File: config.mk
export PLATFORM = sky130hd
export DESIGN_NAME = imm_decode_ctrl
export DESIGN_NICKNAME = d
export VERILOG_FILES = /design/src/rtl/imm_decode_ctrl.sv
export SDC_FILE = /design/constraint.sdc
export NUM_CORES = 1
export LEC_CHECK = 0
export BUFFER_PORTS_ARGS = -buffer_cell sky130_fd_sc_hd__clkbuf_2
export CORE_MARGIN = 5
export CORE_UTILIZATION = 50
export DETAILED_ROUTE_END_ITERATION = 10
export GPL_TIMING_DRIVEN = 0
export PLACE_DENSITY = 0.84
export SLEW_MARGIN = 40
export SYNTH_ARGS = -nofsm -noshare
export SYNTH_HDL_FRONTEND = slang
export SYNTH_SLANG_ARGS = --single-unit
File: constraint.sdc
create_clock -name clk -period 4.4 [get_ports clk]
set_clock_uncertainty 0.1 [all_clocks]
set_input_delay 0.44 -clock clk [delete_from_list [all_inputs] [get_ports clk]]
set_output_delay 0.44 -clock clk [all_outputs]
set_load 0.01 [all_outputs]
File: src/rtl/imm_decode_ctrl.sv
// imm_decode_ctrl: valid/ready sequencer around a combinational immediate unit.
// Decodes the opcode, drives the IU for one cycle, then holds the captured result for downstream.
module imm_decode_ctrl #(
   parameter int CNT_W = 16
) (
   input  logic             clk,
   input  logic             rst,
   input  logic             in_valid,
   output logic             in_ready,
   input  logic [31:0]      instr,
   output logic [24:0]      iu_imm,
   output logic [2:0]       iu_src,
   input  logic [31:0]      iu_ext,
   output logic             out_valid,
   input  logic             out_ready,
   output logic [31:0]      out_imm,
   output logic [2:0]       out_fmt,
   output logic             out_illegal,
   output logic [CNT_W-1:0] dec_count
);

   typedef enum logic [1:0] {IDLE, ISSUE, HOLD} state_t;

   typedef struct packed {
      logic       illegal;
      logic       no_imm;
      logic [2:0] src;
   } dec_t;

   state_t state;
   logic   no_imm;
   logic   illegal;
   logic   accept;
   logic   handoff;
   dec_t   dec;

   function automatic dec_t decode_op(input logic [6:0] op);
      dec_t d;
      d.illegal = 1'b0;
      d.no_imm  = 1'b0;
      d.src     = 3'b000;
      case (op)
         7'b0010011, 7'b0000011, 7'b1100111: d.src = 3'b000;
         7'b0100011:                         d.src = 3'b001;
         7'b1100011:                         d.src = 3'b010;
         7'b0110111, 7'b0010111:             d.src = 3'b101;
         7'b1101111:                         d.src = 3'b110;
         7'b0110011:                         d.no_imm  = 1'b1;
         default:                            d.illegal = 1'b1;
      endcase
      return d;
   endfunction

   // A new instruction may enter when idle, or when the held result leaves this same cycle.
   assign in_ready = (state == IDLE) || ((state == HOLD) && out_ready);
   assign accept   = in_valid && in_ready;
   assign handoff  = out_valid && out_ready;
   assign dec      = decode_op(instr[6:0]);

   always_ff @(posedge clk or posedge rst) begin
      if (rst) begin
         state       <= IDLE;
         iu_imm      <= '0;
         iu_src      <= '0;
         no_imm      <= 1'b0;
         illegal     <= 1'b0;
         out_valid   <= 1'b0;
         out_imm     <= '0;
         out_fmt     <= '0;
         out_illegal <= 1'b0;
         dec_count   <= '0;
      end else begin
         // IU inputs only move on an accept, so they are stable for the whole ISSUE cycle.
         if (accept) begin
            iu_imm  <= instr[31:7];
            iu_src  <= dec.src;
            no_imm  <= dec.no_imm;
            illegal <= dec.illegal;
         end

         if (handoff)
            dec_count <= dec_count + CNT_W'(1);

         case (state)
            IDLE: begin
               if (accept)
                  state <= ISSUE;
            end
            ISSUE: begin
               out_imm     <= (no_imm || illegal) ? 32'd0 : iu_ext;
               out_fmt     <= iu_src;
               out_illegal <= illegal;
               out_valid   <= 1'b1;
               state       <= HOLD;
            end
            HOLD: begin
               if (out_ready) begin
                  out_valid <= 1'b0;
                  state     <= in_valid ? ISSUE : IDLE;
               end
            end
            default: state <= IDLE;
         endcase
      end
   end

endmodule

==> impl_metrics.ini <==
[sta]
hold_violations = 0
finalSetupTns_ns = 0
fin_crit_sh = 0.384
fin_crit_ns = 1.69
setup_violations = 0
relSlewSlack = 0.703
max_freq_mhz = 592
worst_pin_slew_ns = 0.445
fin_ws_ns = 2.71
drv_slew = 0
rsz0062_at_grt = false

[global_routing]
grt_antenna_before_repair = 0
grt_pass1_wl_um = 13700
grt_overflow = 0
grt_usage = 0.203
grt_max_degree = 49
grt_pass1_vias = 2866

[drt]
drt_pass1_iterations = 4
drt_iter0_drc = 103
routed_wl_um = 8200
vias_per_cell = 5.16
drc_errors = 0
drt-wirelength-per-cell_um = 15.4
dr_total_vias = 2749
antenna_left = 0

[pwr]
total_power_uw = 2020
comb_power_share = 0.228
leakage_uw = 0.00245
powerDensity_nw_per_um2 = 458
p_int_uw = 1380
pwr-share-clk = 0.274
peakVddDrop_mv = 0.293
pwr-share-seq = 0.497
sw_frac_of_total = 0.315
power.switching_uw = 635

[job]
cap_violations = 0

[logic_synthesis]
synthArstFlopShare = 1.00
synth_top_area_cell = dfrtp_1
ys_ff_latch = 85
yosysMostFrequentCell = nand2_1
syn-num-nets = 359
ys_seq_area_frac = 0.640
synth-edff-count = 0
synth_cells = 290
synthTopCellsByArea = dfrtp_1 64%, nand2_1 9.9%, a22o_1 8.4%, xnor2_1 3.2%, mux2_2 1.7%
synth_ff_type = dfrtp_1
yosysWarnings = 0
syn_avg_cell_area_um2 = 11.5
synthDominantCellAreaShare = 0.640
ys_types = 35
netlist_top_cells_count = 88 x nand2_1, 85 x dfrtp_1, 32 x a22o_1, 12 x xnor2_1, 10 x buf_2
syn-cell-area_um2 = 3320

[final_layout]
drive_gt1_frac = 0.417
design.final.nets = 520
diodes = 0
fillCellCount = 506
design_area_um2 = 4400
syn_to_final_growth_pct = 32.5
multi_input_area_um2 = 1100
seqCellArea_um2 = 2130

[worst_setup_path]
worstSetupPathType = register to output port
cp.arrival_ns = 1.15
cp_max_fo = 4
critPathLaunchType = register
endpoint_kind = output port
worst_ep_required_time_ns = 3.86

[clock_network]
post_cts_buffers = 0
cts_tree = done
cts.reportedPaths.clkPinSlew_ns = 0.09
h-tree-depth = 3
cts_sinks = 85
worstSkewPairLatency_ns = 0.34
clockBufferDepth = 2
cts_made_buffers = 9
cts_root_buffer = clkbuf_8

[die]
dieHeight_um = 91.5
die_w_um = 91.5
initial_core_util = 0.518
fp.coreArea_um2 = 6420
dieArea_um2 = 8380
ios = 150
rows = 29

[placement]
dp_slack_ns = 2.73
port_buffers = 148
dp_hpwl_um = 6240
gp_congestion = 0.878
dpl_cell_area_um2 = 4190

[min_path]
hold_class = input pin to register

[status]
status = complete, no violations
## repair_timing
action                                  4_1_cts  5_1_grt
hold endpoints to repair                     37        0
endpoints found under the setup margin        0        0
gates resized for setup                       0        0
hold buffers                                  1        0
## state kept, by name (all words and copies together) (netlist names)
name	cells
out_imm	32
iu_src	3
illegal	1
state	2
iu_imm	25
out_fmt	3
out_illegal	1
no_imm	1
dec_count	16
out_valid	1
## metal layers
| metal | GRT usage | routed length [um] | up-vias |
|---|---|---|---|
| met1 | 0.254 | 3400 | 1337 |
| met4 | 0.0641 | 121 | 0 |
| met5 | 0 | 0 | - |
| li1 | - | - | 1304 |
| met3 | 0.0678 | 626 | 11 |
| met2 | 0.332 | 4040 | 97 |
## metrics by stage
step,hold WS [ns],utilization,std cells
after global routing,0.177,0.686,533
final,0.185,0.686,533
after floorplan,0.354,-,290
after detailed placement,0.357,0.653,516
after global placement,0.359,0.648,515
after CTS,0.179,0.686,533
## power groups by stage
stage,logic [uW],registers [uW],clock network [uW]
finish,460,1000,553
global route,515,1020,601
CTS,470,1000,558
detailed placement,470,1010,0
global placement,446,1010,0
floorplan,199,1050,0
## cell families after synthesis
family	synth area share
AOI/OAI and AO/OA	0.106
xor gates and xnor gates	0.0422
adders and majority gates	0.00376
buffers and inverters	0.0286
DFF	0.640
muxes	0.0199
and+or+nand+nor	0.160
## critical path, stage by stage, from the launching register on
cell	delay, ns
dfrtp_1	0.41
nand2b_1	0.12
and2_1	0.14
clkbuf_2	0.14
## cell type report
type	instances	area share
Multi-Input combinational cell	186	0.250
Inverter	5	0.00540
Clock buffer	10	0.0313
Tap cell	77	0.0219
Clock inverter	6	0.0142
Sequential cell	85	0.483
Buffer	14	0.0173
Timing Repair Buffer	150	0.177
## path summary, 6_finish.rpt
check,depth (start not counted),slack [ns],endpoint,startpoint
worst max register to register,5,2.87,dec_count[12],dec_count[0]
worst min-delay path,3,0.18,iu_imm[12],instr[19]
min in group asynchronous,3,0.56,iu_imm[2],rst
worst max-delay path,3,2.71,in_ready,state[1]
worst min register to register,1,0.38,dec_count[15],dec_count[15]
max in group asynchronous,4,3.11,dec_count[13],rst
## cells in the final DEF, fill, tap and decap left out, drive strengths merged
cell	synthesis	final
clkinv	0	5
and4	1	1
o41ai	1	1
dlygate4sd3	0	1
nor2b	1	1
a22oi	1	1
a21oi	2	2
bufinv	0	1
mux2i	1	1
dfrtp	85	85
o21ai	3	3
xor2	4	4
mux2	5	5
ha	1	1
a22o	32	32
a31oi	1	1
nand3	10	10
xnor2	12	12
o22a	1	1
nor2	5	5
nand2	89	89
buf	12	13
nand4	5	5
clkbuf	2	160
o31ai	2	2
and2	2	2
nor3	4	4
nand2b	3	3
inv	5	5
(Power assumes the default switching activity.)
